===== src/rtl/types_pkg.sv =====
// Shared display types: digit count, segment byte, and the scanner's state encoding.
package types_pkg;

  localparam int DIGITS = 8;

  typedef logic [7:0] byte_t;

  typedef enum logic {
    BLANK = 1'b0,
    DRIVE = 1'b1
  } scan_state_t;

endpackage


===== src/rtl/seg_display_scan.sv =====
// Multiplexed seven-segment scanner: snapshots the per-digit cathode bus once per frame,
// then walks the digits with an all-off blanking gap before each drive slot.
module seg_display_scan
  import types_pkg::*;
#(
  parameter int DIGITS       = types_pkg::DIGITS,
  parameter int DWELL_CYCLES = 100_000,
  parameter int BLANK_CYCLES = 1_000
) (
  input  logic                clk,
  input  logic                rst,
  input  logic [DIGITS*8-1:0] display,
  input  logic [DIGITS-1:0]   digit_en,
  output logic [DIGITS-1:0]   anode,
  output byte_t               cathode,
  output logic                frame_start
);

  localparam int MAXC = (DWELL_CYCLES > BLANK_CYCLES) ? DWELL_CYCLES : BLANK_CYCLES;
  localparam int CW   = $clog2(MAXC + 1);
  localparam int IW   = (DIGITS > 1) ? $clog2(DIGITS) : 1;

  localparam logic [CW-1:0] DWELL_LAST = CW'(DWELL_CYCLES - 1);
  localparam logic [CW-1:0] BLANK_LAST = CW'((BLANK_CYCLES > 0) ? BLANK_CYCLES - 1 : 0);
  localparam logic [IW-1:0] IDX_LAST   = IW'(DIGITS - 1);
  localparam scan_state_t   SLOT_ENTRY = (BLANK_CYCLES > 0) ? BLANK : DRIVE;

  generate
    if (DWELL_CYCLES < 1) begin : g_bad_dwell
      $error("seg_display_scan: DWELL_CYCLES must be at least 1");
    end
    if (BLANK_CYCLES < 0) begin : g_bad_blank
      $error("seg_display_scan: BLANK_CYCLES must not be negative");
    end
    if (DIGITS < 1) begin : g_bad_digits
      $error("seg_display_scan: DIGITS must be at least 1");
    end
  endgenerate

  scan_state_t         state_reg, state_next;
  logic [IW-1:0]       idx_reg, idx_next;
  logic [CW-1:0]       cnt_reg, cnt_next;
  logic                run_reg;
  logic                load;
  logic [DIGITS*8-1:0] snap_disp_reg, snap_disp_next;
  logic [DIGITS-1:0]   snap_en_reg, snap_en_next;
  logic [DIGITS-1:0]   anode_reg, anode_next;
  byte_t               cathode_reg, cathode_next;
  logic                frame_start_reg;
  byte_t               disp_bytes [DIGITS];

  // run_reg is clear only straight after reset, so the first live edge enters digit 0
  // exactly like a frame wrap does, taking the snapshot on that same edge.
  always_comb begin
    state_next = state_reg;
    idx_next   = idx_reg;
    cnt_next   = cnt_reg;
    load       = 1'b0;
    if (!run_reg) begin
      state_next = SLOT_ENTRY;
      idx_next   = '0;
      cnt_next   = '0;
      load       = 1'b1;
    end else if (state_reg == BLANK) begin
      if (cnt_reg == BLANK_LAST) begin
        state_next = DRIVE;
        cnt_next   = '0;
      end else begin
        cnt_next = cnt_reg + CW'(1);
      end
    end else begin
      if (cnt_reg == DWELL_LAST) begin
        state_next = SLOT_ENTRY;
        cnt_next   = '0;
        if (idx_reg == IDX_LAST) begin
          idx_next = '0;
          load     = 1'b1;
        end else begin
          idx_next = idx_reg + IW'(1);
        end
      end else begin
        cnt_next = cnt_reg + CW'(1);
      end
    end
  end

  assign snap_disp_next = load ? display  : snap_disp_reg;
  assign snap_en_next   = load ? digit_en : snap_en_reg;

  // Outputs are decoded from the next state so the pins line up with the state registers.
  generate
    for (genvar gi = 0; gi < DIGITS; gi++) begin : g_digit
      assign disp_bytes[gi] = snap_disp_next[gi*8 +: 8];
      assign anode_next[gi] = !((state_next == DRIVE) && (idx_next == IW'(gi)) && snap_en_next[gi]);
    end
  endgenerate

  assign cathode_next = (state_next == DRIVE) ? disp_bytes[idx_next] : 8'hFF;

  always_ff @(posedge clk) begin
    if (!rst) begin
      state_reg       <= BLANK;
      idx_reg         <= '0;
      cnt_reg         <= '0;
      run_reg         <= 1'b0;
      snap_disp_reg   <= '1;
      snap_en_reg     <= '0;
      anode_reg       <= '1;
      cathode_reg     <= 8'hFF;
      frame_start_reg <= 1'b0;
    end else begin
      state_reg       <= state_next;
      idx_reg         <= idx_next;
      cnt_reg         <= cnt_next;
      run_reg         <= 1'b1;
      snap_disp_reg   <= snap_disp_next;
      snap_en_reg     <= snap_en_next;
      anode_reg       <= anode_next;
      cathode_reg     <= cathode_next;
      frame_start_reg <= load;
    end
  end

  assign anode       = anode_reg;
  assign cathode     = cathode_reg;
  assign frame_start = frame_start_reg;

endmodule


===== config.mk =====
export PLATFORM = sky130hd
export DESIGN_NAME = seg_display_scan
export DESIGN_NICKNAME = d
export VERILOG_FILES = /design/src/rtl/types_pkg.sv /design/src/rtl/seg_display_scan.sv
export SDC_FILE = /design/constraint.sdc
export NUM_CORES = 1
export LEC_CHECK = 0
export BUFFER_PORTS_ARGS = -buffer_cell sky130_fd_sc_hd__buf_2
export CAP_MARGIN = 20
export CORE_MARGIN = 1
export CORE_UTILIZATION = 61
export CTS_BUF_LIST = sky130_fd_sc_hd__clkbuf_4
export DETAILED_ROUTE_END_ITERATION = 10
export PLACE_DENSITY = 0.87
export SKIP_CTS_REPAIR_TIMING = 1
export SYNTH_ARGS = -nofsm -noshare
export SYNTH_HDL_FRONTEND = slang
export SYNTH_SLANG_ARGS = --single-unit

===== constraint.sdc =====
create_clock -name clk -period 5.1 [get_ports clk]
set_input_delay 1.02 -clock clk [delete_from_list [all_inputs] [get_ports clk]]
set_output_delay 1.02 -clock clk [all_outputs]
set_load 0.1 [all_outputs]

==> impl_metrics.csv, run 1 <==
group,metric,value,unit
worst_setup_path,crit_start,"cnt_reg[0]",
synth,synth_cell_types,45,
worst_setup_path,rr_endpoint,"cathode[7]",
min_path,hp-class,"flip-flop to flip-flop",
synth,synth_warnings,0,
global_routing,grt_pass1_wl,15380,microns
worst_setup_path,worst-path-max-fanout,52,
worst_setup_path,crit_required,5.48,ns
pwr,p_comb_frac,0.091,
place,io_buffers,90,
sta,post-route-min-period,3.226,ns
pwr,pwr-share-seq,0.611,
die,start_util,0.6337,
routing,drt_iter0_drc,212,
finish,layout.cells.non_filler,650,
synth,synth_compound_area_frac,0.06309,
run_status,status,"complete, no violations",
cts,cts_buffers,9,
synth,synth_top_area_cell,"dfxtp_1",
sta,max_slew_margin,0.3813,
die,fp.dieArea,7927,sq um
synth,synth_fa_ha_area_frac,0.008123,
synth,synth_nets,544,
cts,cts.sinks,111,
synth,yosysTopAreaCellShare,0.4809,
worst_setup_path,r2r_cells,9,
global_routing,grt_pass1_vias,3347,
sta,rsz0062_at_grt,"no",
cts,clk_pin_slew_worst_paths,0.18,ns
synth,synth_area_leaders,"dfxtp_1 (48%), mux2i_1 (16%), nand2_1 (6.0%)",
synth,syn_area,4621,sq um
cts,cts_root_buf,"clkbuf_4",
routing,drc_errors,0,
cts,tritoncts,"built",
run,drv_cap,0,
place,placed_area,5015,sq um
pwr,p_switching,0.3736,mW
cts,clk_latency,0.46,ns
sta,final.setup.worst_slack,1.874,ns
sta,drv_slew,0,
sta,clock.fmax,0.3100,GHz
pwr,p_total,1.496,mW
worst_setup_path,r2r_setup_slack,1.87,ns
finish,drive_above_1_share,0.2377,
routing,avgRoutedWirePerCell,14.44,microns
synth,muxShareOfSynthArea,0.1589,
cts,clock_path_buffers,2,
min_path,worstHoldStart,"snap_disp_reg[52]",
die,die_w,89.04,microns
worst_setup_path,critPathLaunchType,"flip-flop",
synth,ys_seq_area_frac,0.4809,
sta,setup-violations-final,0,
routing,firstDrtPassIters,5,
sta,finalHoldViolCount,0,
pwr,clkPwrFrac,0.298,
global_routing,antenna_found_initial,0,
finish,layout_common_cells,"dfxtp_1 (111), buf_2 (90), nand2_1 (74), mux2i_1 (72), nor2_1 (59)",
routing,vias,3564,
finish,diodes,0,
pwr,swShare,0.2498,
die,io_pins,91,
global_routing,grt_start_max_net_pins,53,
pwr,p_int,1.122,mW
synth,synth-seq-cells,111,
die,dieHeight,89.04,microns
synth,synth_top_family_by_area,"simple AND/OR/NAND/NOR gates",
synth,synth_xor_area_frac,0.03033,
finish,final_util,0.7076,
finish,final_common_cell,"dfxtp_1",
pwr,leakagePower,2.234,nW
routing,wl,9386,microns
place,hpwl,6634,microns
die,rows,31,
finish,nFillCells,567,
synth,synthSimpleGateAreaFrac,0.2090,
synth,syn_inst,467,
sta,holdWs,0.4888,ns
worst_setup_path,crit_type,"flip-flop to flip-flop",
sta,finalCritPeriodShare,0.6326,
die,core_region_area,7292,sq um
finish,final_area,5160,sq um
finish,largest_reg_flops,64,
worst_setup_path,end_kind,"flip-flop",
place,placed_cells,634,
global_routing,globalRouteOverflowTotal,0,
place,pre_cts_ws,1.889,ns
routing,post_drt_via_cell_ratio,5.483,
worst_setup_path,crit_end,"cathode[7]",
worst_setup_path,critPathArrivalTime,3.61,ns
cts,cts-htree-levels,3,
global_routing,grt_usage,0.2535,
worst_setup_path,worstReg2RegStart,"cnt_reg[0]",
pwr,ir_drop,200.9,uV
finish,nNetsFinal,623,
sta,skew,0.02285,ns
routing,ant_nets,0,
pwr,powerDensity,289.9,nW/um^2
sta,fin_setup_tns,0,ns
place,gp_congestion,0.8642,
sta,worstMarginPinSlew,0.9281,ns
finish,area_growth,11.67,%
synth,synth_area_per_cell,9.894,sq um
## layer usage
layer / global-route usage / wire length (microns) / part of all wire
met5: 0 / 0 / 0
met4: 0.1039 / 247 / 0.026
met3: 0.04894 / 639 / 0.068
met2: 0.4203 / 4461 / 0.48
met1: 0.3271 / 4038 / 0.43
## cell type report
cell class,instances,area [sq um],share of cell area
multi-input combinational,324,2170,0.4205
clock inverter,7,77.57,0.01503
clock buffer,9,67.56,0.01309
inverter,7,26.28,0.005092
timing repair buffer,93,473.0,0.09166
sequential,111,2222,0.4306
tap,99,123.9,0.02401
## logic make-up (layout without fill, tap and decap cells)
kind of cell,after synthesis,after routing
and+or+nand+nor,198,198
buffers and inverters,32,116
muxes,73,73
AOI/OAI and AO/OA,34,34
DFF,111,111
adders and majority gates,3,3
xor gates and xnor gates,16,16
## power groups by stage
stage	logic [mW]	clock network (mW)	registers, mW
2_1_floorplan	0.0957	0	0.932
3_3_place_gp	0.133	0	0.931
3_5_place_dp	0.137	0	0.932
4_1_cts	0.138	0.454	0.913
5_1_grt	0.152	0.493	0.917
6_report	0.137	0.446	0.913
## cell usage after synthesis (all sizes together)
| master | instances |
|---|---|
| and4 | 2 |
| nand3 | 11 |
| and4bb | 1 |
| a21oi | 3 |
| and2 | 5 |
| o22ai | 16 |
| nand2 | 76 |
| clkbuf | 8 |
| a41oi | 1 |
| dfxtp | 111 |
| xor2 | 9 |
| xnor2 | 7 |
| a32oi | 2 |
| nor2 | 59 |
| mux2i | 73 |
| a2111oi | 1 |
| nor3 | 10 |
| nand4 | 5 |
| inv | 7 |
| o21ai | 10 |
| nor4 | 11 |
| and3 | 2 |
| nor4b | 1 |
| nand3b | 2 |
| or3 | 1 |
| buf | 17 |
| ha | 3 |
| a31o | 1 |
| and4b | 3 |
| nor2b | 9 |
## how the worst min path moves through the flow
stage / cells after the start / to / slack [ns]
after global placement: 2 / snap_disp_reg[12] / 0.45
after global routing: 2 / snap_disp_reg[52] / 0.51
after CTS: 2 / snap_disp_reg[52] / 0.49
after floorplan: 2 / snap_disp_reg[54] / 0.43
final: 2 / snap_disp_reg[52] / 0.49
after detailed placement: 2 / snap_disp_reg[20] / 0.45
## worst max-delay path: stages, from the launching register on
cell and delay (ns):
dfxtp_1 0.43, ha_1 0.25, and4_4 0.26, and2_4 0.20, a31o_4 0.79, buf_4 0.50, mux2i_1 0.32, o22ai_2 0.12
nor4_2 0.23, nor2_1 0.06
Note: power is estimated with default switching activity, not from simulation.
==> run 2: changes to the inputs <==
Settings changed: ABC_AREA set to 1, CORE_UTILIZATION 61 to 58, PLACE_DENSITY 0.87 to 0.83.
Clock period 5.1 ns to 3.05 ns, I/O delays scaled along.
==> run 2 against run 1 <==
Sequential share of layout area decreased by 2.9 points. Flip-flop and latch count unchanged. Combinational power increased by 140%. Cell count increased by 41%. Largest power group unchanged. Clock power increased by 48%. Core utilization decreased by 4.0 points.
==> impl_metrics.csv, run 2 <==
group,metric,value,unit
synth,synth_edf_count,0,
synth,synthArstFlopShare,0,
global_routing,grt_pass1_vias,4483,
finish,layout_common_cells,"nand2_1 (311), nand3_1 (154), dfxtp_1 (110), buf_2 (90), nor2_1 (49)",
synth,synth_area_leaders,"dfxtp_1 (44%), nand2_1 (23%), nand3_1 (15%)",
pwr,clkPwrFrac,0.262,
worst_setup_path,worst-path-max-fanout,12,
synth,yosysTopAreaCellShare,0.4444,
synth,syn_inst,739,
sta,max_slew_margin,0.4599,
cts,cts_buffers,9,
pwr,p_int,1.815,mW
pwr,powerDensity,456.1,nW/um^2
run,drv_cap,0,
routing,drt_iter0_drc,253,
synth,synth_nets,816,
die,die_w,94.85,microns
global_routing,antenna_found_initial,0,
finish,final_common_cell,"nand2_1",
sta,clock.fmax,0.4334,GHz
finish,area_growth,10.79,%
die,core_region_area,8299,sq um
pwr,p_comb_frac,0.128,
synth,yosysMostFrequentCell,"nand2_1",
finish,drive_above_1_share,0.1574,
sta,skew,0.01513,ns
pwr,p_switching,0.7108,mW
routing,post_drt_via_cell_ratio,5.280,
cts,clock_path_buffers,2,
sta,finalHoldViolCount,0,
place,pre_cts_ws,0.7723,ns
die,dieHeight,94.85,microns
cts,cts_root_buf,"clkbuf_4",
cts,tritoncts,"built",
synth,synth_top_area_cell,"dfxtp_1",
routing,firstDrtPassIters,5,
synth,syn_area,5000,sq um
die,start_util,0.6024,
synth,synth_cell_types,29,
sta,drv_slew,0,
finish,largest_reg_flops,64,
sta,setup-violations-final,0,
synth,synth-seq-cells,111,
worst_setup_path,r2r_setup_slack,0.74,ns
finish,diodes,0,
pwr,pwr-share-seq,0.610,
routing,ant_nets,0,
min_path,hp-class,"input pin to flip-flop",
pwr,swShare,0.2814,
cts,cts-htree-levels,3,
sta,holdWs,0.3553,ns
worst_setup_path,crit_type,"flip-flop to flip-flop",
sta,worstMarginPinSlew,0.8047,ns
cts,cts.sinks,111,
worst_setup_path,end_kind,"flip-flop",
routing,avgRoutedWirePerCell,12.75,microns
worst_setup_path,crit_required,3.37,ns
finish,nNetsFinal,885,
sta,rsz0062_at_grt,"no",
cts,clk_pin_slew_worst_paths,0.17,ns
sta,post-route-min-period,2.307,ns
routing,drc_errors,0,
pwr,ir_drop,346.0,uV
synth,ys.flop_type,"dfxtp_1",
sta,finalCritPeriodShare,0.7564,
die,rows,33,
sta,final.setup.worst_slack,0.7429,ns
synth,ys_seq_area_frac,0.4444,
die,io_pins,91,
synth,synth_area_per_cell,6.766,sq um
routing,wl,11700,microns
synth,synth_warnings,0,
routing,vias,4847,
sta,fin_setup_tns,0,ns
place,hpwl,8210,microns
die,fp.dieArea,8996,sq um
place,io_buffers,90,
synth,synth_common_cells,"nand2_1 (311), nand3_1 (154), dfxtp_1 (111)",
global_routing,grt_usage,0.2803,
place,gp_congestion,0.8556,
run_status,status,"complete, no violations",
global_routing,globalRouteOverflowTotal,0,
worst_setup_path,critPathArrivalTime,2.63,ns
cts,clk_latency,0.46,ns
global_routing,grt_pass1_wl,20070,microns
pwr,leakagePower,2.751,nW
global_routing,grt_start_max_net_pins,74,
worst_setup_path,critPathLaunchType,"flip-flop",
finish,nFillCells,748,
-- run 2: cell types whose count changed after synthesis, moves of 7 or more --
cell,before,now
nor2_1,59,49
mux2i_1,72,0
xnor2_1,7,0
inv_1,5,20
o22ai_1,13,0
nor2b_1,9,0
nand2_1,74,311
buf_2,3,12
nand3_1,11,154
-- run 2: critical path: stages (launching register included) --
cell	delay (ns)
dfxtp_1	0.39
ha_1	0.17
nand2_1	0.11
nor2_4	0.16
nand3_2	0.13
o21ai_1	0.66
inv_1	0.30
nand2_1	0.16
nand3_1	0.09
-- run 2: final cells by class --
class | count | area (sq um) | area share
inverters | 27 | 101.3 | 0.01830
clock buffers | 9 | 67.56 | 0.01220
flip-flops and latches | 111 | 2223 | 0.4014
clock inverters | 7 | 48.80 | 0.008810
repair buffers | 99 | 530.5 | 0.09578
multi-input cells | 560 | 2436 | 0.4398
well taps | 105 | 131.4 | 0.02372
-- run 2: per-layer routing --
metal  wire (microns)  part of all wire  GRT usage  vias to the layer above
met5                0                 0          0                        -
met4              199             0.017    0.09848                        0
met3              635             0.054    0.03865                       18
met2             5477              0.47     0.4520                      159
met1             5387              0.46     0.3827                     2160
li1                 -                 -          -                     2510
-- run 2: per-stage QoR --
step | std cells | power, mW | cell area [sq um] | util
2_1_floorplan | 739 | 1.796 | 5000 | -
3_3_place_gp | 902 | 1.883 | 5423 | 0.6534
3_5_place_dp | 902 | 1.892 | 5423 | 0.6534
4_1_cts | 918 | 2.533 | 5539 | 0.6674
5_1_grt | 918 | 2.648 | 5539 | 0.6674
6_report | 918 | 2.526 | 5539 | 0.6674
-- run 2: power groups by stage --
stage	Combinational (mW)	Sequential, mW	Clock, mW
6_report	0.324	1.54	0.662
5_1_grt	0.374	1.55	0.727
4_1_cts	0.325	1.54	0.668
3_5_place_dp	0.322	1.57	0
3_3_place_gp	0.315	1.57	0
2_1_floorplan	0.228	1.57	0
-- run 2: path summary, 6_finish.rpt --
kind,start,to,depth (start not counted)
hold / removal,display[24],snap_disp_reg[24],3
setup / recovery,cnt_reg[0],cathode[4],8
hold reg to reg,cnt_reg[0],cnt_reg[0],1
setup reg to reg,cnt_reg[0],cathode[4],8
-- run 2: kinds of logic (layout without fill, tap and decap cells) --
group | count (synthesis) | after routing | synth area share
AO/OA/AOI/OAI | 18 | 18 | 0.02077
flip-flops | 111 | 111 | 0.4444
XOR/XNOR | 6 | 6 | 0.01051
adder cells (fa/ha/maj) | 3 | 3 | 0.007508
AND/OR/NAND/NOR | 533 | 533 | 0.4484
buffers and inverters | 68 | 142 | 0.06832
